--- src/rtl/riscv_pkg.sv ---
`default_nettype none
// ----------------------------------------------------------------------------
// riscv_pkg : fetch-stage state encoding, NOP word, instruction field positions
//             and base opcodes shared with the control unit.
// Revision  : 1.0
// ----------------------------------------------------------------------------
package riscv_pkg;

  typedef enum logic [1:0] {
    FETCH = 2'd0,
    EXEC  = 2'd1,
    HALT  = 2'd2
  } fetch_state_e;

  localparam logic [31:0] NOP_INSTR = 32'h0000_0013;

  localparam int OP_LSB       = 0;
  localparam int OP_MSB       = 6;
  localparam int FUNCT3_LSB   = 12;
  localparam int FUNCT3_MSB   = 14;
  localparam int FUNCT7_5_BIT = 30;

  localparam logic [6:0] OPC_LOAD   = 7'b000_0011;
  localparam logic [6:0] OPC_OP_IMM = 7'b001_0011;
  localparam logic [6:0] OPC_AUIPC  = 7'b001_0111;
  localparam logic [6:0] OPC_STORE  = 7'b010_0011;
  localparam logic [6:0] OPC_OP     = 7'b011_0011;
  localparam logic [6:0] OPC_LUI    = 7'b011_0111;
  localparam logic [6:0] OPC_BRANCH = 7'b110_0011;
  localparam logic [6:0] OPC_JALR   = 7'b110_0111;
  localparam logic [6:0] OPC_JAL    = 7'b110_1111;
  localparam logic [6:0] OPC_SYSTEM = 7'b111_0011;

  function automatic logic is_word_aligned(input logic [1:0] addr_lsbs);
    return (addr_lsbs == 2'b00);
  endfunction

endpackage
`default_nettype wire

--- src/rtl/instr_fetch_unit_if.sv ---
`default_nettype none
// ----------------------------------------------------------------------------
// instr_fetch_unit_if : instruction-memory req/ack bus between fetch and imem.
// Revision            : 1.0
// ----------------------------------------------------------------------------
interface instr_fetch_unit_if #(
  parameter int XLEN = 32
) ();

  logic            imem_req;
  logic [XLEN-1:0] imem_addr;
  logic            imem_ack;
  logic [31:0]     imem_rdata;

  modport master (
    output imem_req,
    output imem_addr,
    input  imem_ack,
    input  imem_rdata
  );

  modport slave (
    input  imem_req,
    input  imem_addr,
    output imem_ack,
    output imem_rdata
  );

endinterface
`default_nettype wire

--- src/rtl/next_pc_logic.sv ---
`default_nettype none
// ----------------------------------------------------------------------------
// next_pc_logic : selects pc+4 or the taken target and flags unaligned targets.
// Revision      : 1.0
// ----------------------------------------------------------------------------
module next_pc_logic
  import riscv_pkg::*;
#(
  parameter int XLEN = 32
) (
  input  logic [XLEN-1:0] pc,
  input  logic [XLEN-1:0] pc_target,
  input  logic            branch,
  input  logic            jump,
  input  logic            zero,
  output logic [XLEN-1:0] next_pc,
  output logic            misaligned
);

  logic w_pc_src;

  assign w_pc_src = jump | (branch & zero);

  // Alignment only matters when the target is actually taken.
  assign misaligned = w_pc_src & ~is_word_aligned(pc_target[1:0]);
  assign next_pc    = w_pc_src ? pc_target : (pc + XLEN'(4));

endmodule
`default_nettype wire

--- src/rtl/instr_fetch_unit.sv ---
`default_nettype none
// ----------------------------------------------------------------------------
// instr_fetch_unit : PC register, req/ack instruction fetch, decode field split
//                    and next-PC update for the single-cycle core.
// Revision         : 1.0
// ----------------------------------------------------------------------------
module instr_fetch_unit
  import riscv_pkg::*;
#(
  parameter int              XLEN     = 32,
  parameter logic [XLEN-1:0] RESET_PC = '0
) (
  input  logic                      clk,
  input  logic                      reset,
  instr_fetch_unit_if.master        imem,
  input  logic                      branch,
  input  logic                      jump,
  input  logic                      zero,
  input  logic [XLEN-1:0]           pc_target,
  output logic [31:0]               instr,
  output logic                      instr_valid,
  output logic [XLEN-1:0]           pc,
  output logic [XLEN-1:0]           pc_plus4,
  output logic [6:0]                op,
  output logic [2:0]                funct3,
  output logic                      funct7_5,
  output logic                      misaligned_err
);

  fetch_state_e    state_q, state_d;
  logic [XLEN-1:0] pc_q, pc_d;
  logic [31:0]     instr_q, instr_d;
  logic            err_q, err_d;

  logic [XLEN-1:0] w_next_pc;
  logic            w_misaligned;

  next_pc_logic #(
    .XLEN (XLEN)
  ) u_next_pc (
    .pc         (pc_q),
    .pc_target  (pc_target),
    .branch     (branch),
    .jump       (jump),
    .zero       (zero),
    .next_pc    (w_next_pc),
    .misaligned (w_misaligned)
  );

  always_ff @(posedge clk) begin
    if (reset) begin
      state_q <= FETCH;
      pc_q    <= RESET_PC;
      instr_q <= NOP_INSTR;
      err_q   <= 1'b0;
    end else begin
      state_q <= state_d;
      pc_q    <= pc_d;
      instr_q <= instr_d;
      err_q   <= err_d;
    end
  end

  always_comb begin
    state_d = state_q;
    pc_d    = pc_q;
    instr_d = instr_q;
    err_d   = err_q;
    case (state_q)
      FETCH: begin
        if (imem.imem_ack) begin
          instr_d = imem.imem_rdata;
          state_d = EXEC;
        end
      end
      EXEC: begin
        // An unaligned taken target is fatal: freeze everything until reset.
        if (w_misaligned) begin
          err_d   = 1'b1;
          state_d = HALT;
        end else begin
          pc_d    = w_next_pc;
          state_d = FETCH;
        end
      end
      HALT: begin
        state_d = HALT;
      end
      default: begin
        state_d = FETCH;
      end
    endcase
  end

  // Gated by reset so no request or commit is seen while reset is held.
  assign imem.imem_req  = (state_q == FETCH) && !reset;
  assign imem.imem_addr = pc_q;
  assign instr_valid    = (state_q == EXEC) && !reset;

  assign instr          = instr_q;
  assign pc             = pc_q;
  assign pc_plus4       = pc_q + XLEN'(4);
  assign op             = instr_q[OP_MSB:OP_LSB];
  assign funct3         = instr_q[FUNCT3_MSB:FUNCT3_LSB];
  assign funct7_5       = instr_q[FUNCT7_5_BIT];
  assign misaligned_err = err_q;

endmodule
`default_nettype wire

--- src/flat_wrapper.sv ---
// flat-port wrapper written by rule: the top's interface ports become plain ports
module instr_fetch_unit_flat import riscv_pkg::*;
#(
  parameter int              XLEN     = 32,
  parameter logic [XLEN-1:0] RESET_PC = '0
)
  (clk, reset, branch, jump, zero, pc_target, instr, instr_valid, pc, pc_plus4, op, funct3, funct7_5, misaligned_err, imem_imem_req, imem_imem_addr, imem_imem_ack, imem_imem_rdata);
  instr_fetch_unit_if #(.XLEN(XLEN)) imem_i ();
  input  logic clk;
  input  logic reset;
  input  logic branch;
  input  logic jump;
  input  logic zero;
  input  logic [XLEN-1:0] pc_target;
  output logic [31:0] instr;
  output logic instr_valid;
  output logic [XLEN-1:0] pc;
  output logic [XLEN-1:0] pc_plus4;
  output logic [6:0] op;
  output logic [2:0] funct3;
  output logic funct7_5;
  output logic misaligned_err;
  output wire logic [$bits(imem_i.imem_req)-1:0] imem_imem_req;
  output wire logic [$bits(imem_i.imem_addr)-1:0] imem_imem_addr;
  input wire logic [$bits(imem_i.imem_ack)-1:0] imem_imem_ack;
  input wire logic [$bits(imem_i.imem_rdata)-1:0] imem_imem_rdata;
  assign imem_imem_req = imem_i.imem_req;
  assign imem_imem_addr = imem_i.imem_addr;
  assign imem_i.imem_ack = imem_imem_ack;
  assign imem_i.imem_rdata = imem_imem_rdata;
  instr_fetch_unit #(.XLEN(XLEN), .RESET_PC(RESET_PC)) u_core (.clk(clk), .reset(reset), .imem(imem_i), .branch(branch), .jump(jump), .zero(zero), .pc_target(pc_target), .instr(instr), .instr_valid(instr_valid), .pc(pc), .pc_plus4(pc_plus4), .op(op), .funct3(funct3), .funct7_5(funct7_5), .misaligned_err(misaligned_err));
endmodule
--- config.mk ---
export PLATFORM = sky130hd
export DESIGN_NAME = instr_fetch_unit_flat
export DESIGN_NICKNAME = d
export VERILOG_FILES = /design/src/rtl/riscv_pkg.sv /design/src/rtl/instr_fetch_unit_if.sv /design/src/rtl/next_pc_logic.sv /design/src/rtl/instr_fetch_unit.sv /design/src/flat_wrapper.sv
export SDC_FILE = /design/constraint.sdc
export NUM_CORES = 1
export LEC_CHECK = 0
export ABC_AREA = 1
export BUFFER_PORTS_ARGS = -buffer_cell sky130_fd_sc_hd__buf_4
export CAP_MARGIN = 5
export CORE_UTILIZATION = 41
export CTS_CLUSTER_SIZE = 16
export DETAILED_ROUTE_END_ITERATION = 10
export HOLD_SLACK_MARGIN = 0.12
export PLACE_DENSITY = 0.77
export SLEW_MARGIN = 20
export SYNTH_ARGS = -nofsm -noshare
export SYNTH_HDL_FRONTEND = slang
export SYNTH_SLANG_ARGS = --single-unit
--- constraint.sdc ---
create_clock -name clk -period 1.3 [get_ports clk]
set_input_delay 0.065 -clock clk [delete_from_list [all_inputs] [get_ports clk]]
set_output_delay 0.065 -clock clk [all_outputs]
set_load 0.03 [all_outputs]
# Word level (Yosys, flattened, before mapping)
# Index checks and enable logic that the tools add are counted.
# Widths: inputs -> output; s select.
totals:
  in_bits: 70
  out_inout_bits: 142
  regBits: 67
  wordCells: 25
classes:
  add_sub_neg: 1
  n_eq_ne: 3
  reduce_logical: 8
  bitwise: 5
  n_mux: 4
op_table:
  columns: ["operator", "n"]
  rows:
  - ["$add 32x3->32 const B", 1]
  - ["$mux 32", 1]
  - ["$pmux 2 s3", 1]
  - ["$reduce_and 2->1", 3]
  - ["$logic_not 2->1", 2]
  - ["$mux 2", 2]
  - ["$and 1x1->1", 2]
  - ["$eq 2x1->1 const B", 1]
  - ["$eq 2x2->1 const B", 1]
  - ["$logic_and 1x1->1", 2]
  - ["$ne 2x2->1 const B", 1]
  - ["$not 1->1", 2]
  - ["$logic_not 1->1", 1]
  - ["$or 1x1->1", 1]

# Longest topological paths before layout
logic_depth:
  ltp_word: 5
  ltp_mapped: 10
  depth_no_buf: 10

# By module
# Synthesis repeated with hierarchy kept, for this count alone.
unflattened:
  cells_unflattened: 777
  area_unflattened_um2: 4752.1
modules_own_cells:
  columns: ["mod", "area_per_inst_um2", "cells_per_inst", "n_inst", "seq_area_each_um2"]
  rows:
  - ["instr_fetch_unit", 3524.6, 504, 1, 1341.3]
  - ["next_pc_logic", 1227.4, 273, 1, 0.0]

# Least setup slack after synthesis
# Ideal clock, no wire load.
synth_path:
  kind: "register to register"
  from: "reg u_core.pc_q[3] (netlist: u_core.imem.imem_addr[3])"
  to: "reg u_core.pc_q[16] (netlist: u_core.imem.imem_addr[16])"
  path_buffers: 0
  setup_slack_ns: -0.792
  synth_period_minus_slack_ns: 2.092
  setup_time_ns: 0.070
  t_arrival_ns: 2.022
  required_ns: 1.230
  path_stages_with_launch: 9
  cell_sequence: "dfxtp_1 ha_1 nand2_1 nor2_4 nand2_2 nor2_2 xor2_1 nand2_1 a21oi_1"
synth_via:
  elab_chain_cells: 2
synth_rtl:
  columns: ["item", "line", "source"]
  rows:
  - ["start: declaration", "instr_fetch_unit.sv:31", "logic [XLEN-1:0] pc_q, pc_d;"]
  - ["start signal: assignment", "instr_fetch_unit.sv:58", "pc_q <= pc_d;"]
  - ["$add 32x3->32", null, null]
  - ["via pc_plus4[16]", "flat_wrapper.sv:18", "output logic [XLEN-1:0] pc_plus4;"]
  - ["$mux 32", "next_pc_logic.sv:26", "assign next_pc = w_pc_src ? pc_target : (pc + XLEN'(4));"]
# The timed path passes the listed nets, and every way through them passes these cells.
# A chain may end at the register's enable or synchronous reset.

# Final worst setup path
layout_path:
  from: "reg u_core.pc_q[24] (netlist: u_core.imem.imem_addr[24])"
  to: "out pc_plus4[29]"
layout_via:
  elab_chain_cells: 1
layout_rtl:
  columns: ["item", "line", "source"]
  rows:
  - ["$add 32x3->32", "instr_fetch_unit.sv:102", "assign pc_plus4 = pc_q + XLEN'(4);"]
  - ["end: declaration", "flat_wrapper.sv:18", null]
# Every way passes these cells.

==> flow_summary.ini <==
[timing]
finalSetupViolations = 60
rsz0062_at_grt = true
post-route-worst-setup-slack_ns = -0.786
worst_pin_slew_ns = 0.385
finalHoldViolCount = 0
finalCritPeriodShare_pct = 160
final_max_slew_viol_count = 0
skew_ns = 0.00974
fin_setup_tns_ns = -27.03
whs_ns = 0.206
min_period_ns = 2.09
slew_headroom_pct = 74.3
fmax_ghz = 0.479

[outcome]
outcome = finished, violations left
violations = design-rule violations, negative setup slack

[logic_synthesis]
syn_area_um2 = 3800
synthArstFlopShare_pct = 0
avgSynthCellArea_um2 = 6.89
dominantRegCellSynth = dfxtp_1
ys_seq_elements = 67
yosys_warnings = 0
synth_cells = 552
synth_edf_count = 0
syn-num-nets = 623
yosysSeqAreaShare_pct = 35.3
synthDistinctLibCells = 29

[finish]
syn_to_final_growth_pct = 103
nNetsFinal = 935
drive_gt1_share_pct = 55.1
insertedDiodeCount = 0
fin_area_um2 = 7720
instances_no_fill = 977
final_core_util_pct = 87.2

[drt]
vias = 5426
firstDrtPassIters = 11
drc_errors = 10
drt_iter0_markers = 396
detail_route.vias_per_cell = 5.55
drtAntennaViolNets = 0
wl_per_cell_um = 19.8
wirelength_mm = 19.4

[die]
die_h_um = 98.3
fp.dieArea_um2 = 9660
die_w_um = 98.3
pin_count = 212
core_area_um2 = 8850
initial_core_util_pct = 43.0
num_rows = 34

[critical_path]
criticalPathCategory = flop to output pin
cp.required_ns = 1.24
critPathLaunchType = flop
crit_family = simple AND/OR/NAND/NOR gates
cp-end-kind = output pin
crit_path_top_delay_cell = dfxtp_2
critical_path_buf_inv_count = 1
path_cells = nand2_1, nor2_2, nand2_1, nor2_2, nand2_2, nand2_2, nand2_4, buf_6
worst_ep_arrival_time_ns = 2.02
critical_path.max_fanout = 5
slowest_delay_ns = 0.42

[placed_design]
place_inst = 868
io_buffers = 211
postPlaceCellArea_um2 = 5910
gp_congestion = 0.919
place_ws_ns = -0.286
dp_hpwl_mm = 9.14

[pwr]
p_int_mw = 4.41
cellPowerDensity_nw_per_um2 = 889
power_mw = 6.86
ir_drop_v = 0.000962
p_switching_mw = 2.44
switching_share_pct = 35.6
leakage_nw = 3.54
combPwrFrac_pct = 35.8
clkPwrFrac_pct = 30.0
power_frac_seq_pct = 34.1

[clocking]
numCtsBuffers = 9
htree_levels = 3
cts.sinks = 67
cts-root-buf = clkbuf_8
tritoncts = yes
insertion_delay_ns = 0.36
clk_pin_slew_ns = 0.08
clockBufferDepth = 2

[run]
drv_cap = 0

[global_routing]
grt-ovfl-total = 0
antenna_found_initial = 0
grt_max_degree = 35
grt.total_usage_pct = 33.0
grt_pass1_wl_mm = 25.3
first_global_vias = 5034

[worst_hold_path]
hold_path.class = primary input to flop
-- placed cells by master (no fill, tap or decap), types with 5 or more instances in the layout --
cell,n
a21oi_1,35
a21oi_2,18
buf_12,8
buf_4,247
buf_6,46
clkbuf_8,10
dfxtp_1,48
dfxtp_2,13
dfxtp_4,6
dlygate4sd3_1,63
inv_1,24
nand2_1,73
nand2_2,37
nand2_4,17
nand3_1,7
nand3_2,8
nand3b_1,6
nor2_1,75
nor2_2,14
nor2_4,12
o21ai_0,50
o21ai_2,5
xor2_4,11
-- flip-flops by register name, indices dropped and copies added, names as in the netlist --
signal                 flops
u_core.imem.imem_addr     32
u_core.instr              32
u_core.misaligned_err      1
u_core.state_q             2
-- cells in the mapped netlist, types with 2 or more instances --
master	number	area [µm²]
o21ai_0	58	290
nand3b_1	6	45.0
nand3_1	15	75.1
nor2_1	88	330
xnor2_1	4	35.0
clkbuf_1	17	63.8
buf_4	45	338
inv_1	27	101
and2_1	4	25.0
xor2_2	7	114
nand2_1	121	454
nor2_4	9	101
nand2_4	2	22.5
dfxtp_1	67	1340
buf_2	5	25.0
nor2_2	4	25.0
nand2_2	4	25.0
a31oi_1	3	18.8
xor2_1	4	35.0
a21oi_1	53	265
-- cells by family after synthesis --
kind of cell,after synthesis,share of synthesized area [%]
and+or+nand+nor,256,29.5
AOI/OAI and AO/OA,117,15.9
buffers and inverters,96,14.1
DFF,67,35.3
xor gates and xnor gates,15,4.84
adders and majority gates,1,0.329
-- power groups by stage --
stage               Clock (mW)  Sequential [mW]  Combinational [mW]
floorplan                    0             2.68               0.842
global placement             0             2.36                1.90
detailed placement           0             2.36                1.93
CTS                       2.04             2.32                2.20
global route              2.15             2.35                2.56
finish                    2.06             2.34                2.46
-- final timing paths --
kind,startpoint,endpoint,slack (ns),depth (start not counted)
max,u_core.imem.imem_addr[24]$_SDFFE_PP0P_,pc_plus4[29],-0.79,8
min,pc_target[0],u_core.state_q[1]$_SDFFE_PP0P_,0.21,4
max reg2reg,u_core.imem.imem_addr[2]$_SDFFE_PP0P_,u_core.imem.imem_addr[22]$_SDFFE_PP0P_,-0.57,11
min reg2reg,u_core.misaligned_err$_SDFFE_PP0P_,u_core.misaligned_err$_SDFFE_PP0P_,0.47,2
-- cell type report --
cell class	instances	area (µm²)
inverter	28	114
tap	108	135
sequential	67	1380
fill	390	1130
timing repair buffer	369	3290
clock inverter	6	87.6
clock buffer	10	138
multi-input combinational	389	2570
-- tightest hold or removal path, stage by stage --
cell and delay [ns]:
buf_4 0.07, or2_2 0.15, nand3_1 0.12, a21oi_1 0.12
-- what timing repair did --
action	in CTS	in global routing
hold buffers	63	0
hold endpoints to repair	64	0
gates cloned	1	5
pin swaps	21	31
setup buffers	16	16
endpoints found under the setup margin	58	93
gates resized for setup	86	81
-- routing by layer --
metal	global-route usage [%]	vias to the layer above	share of wire, %
li1	-	2346	-
met1	37.6	2535	35
met4	17.3	0	5.3
met5	0	-	0
met3	8.66	105	10
met2	56.7	440	50
(Power assumes the default switching activity.)
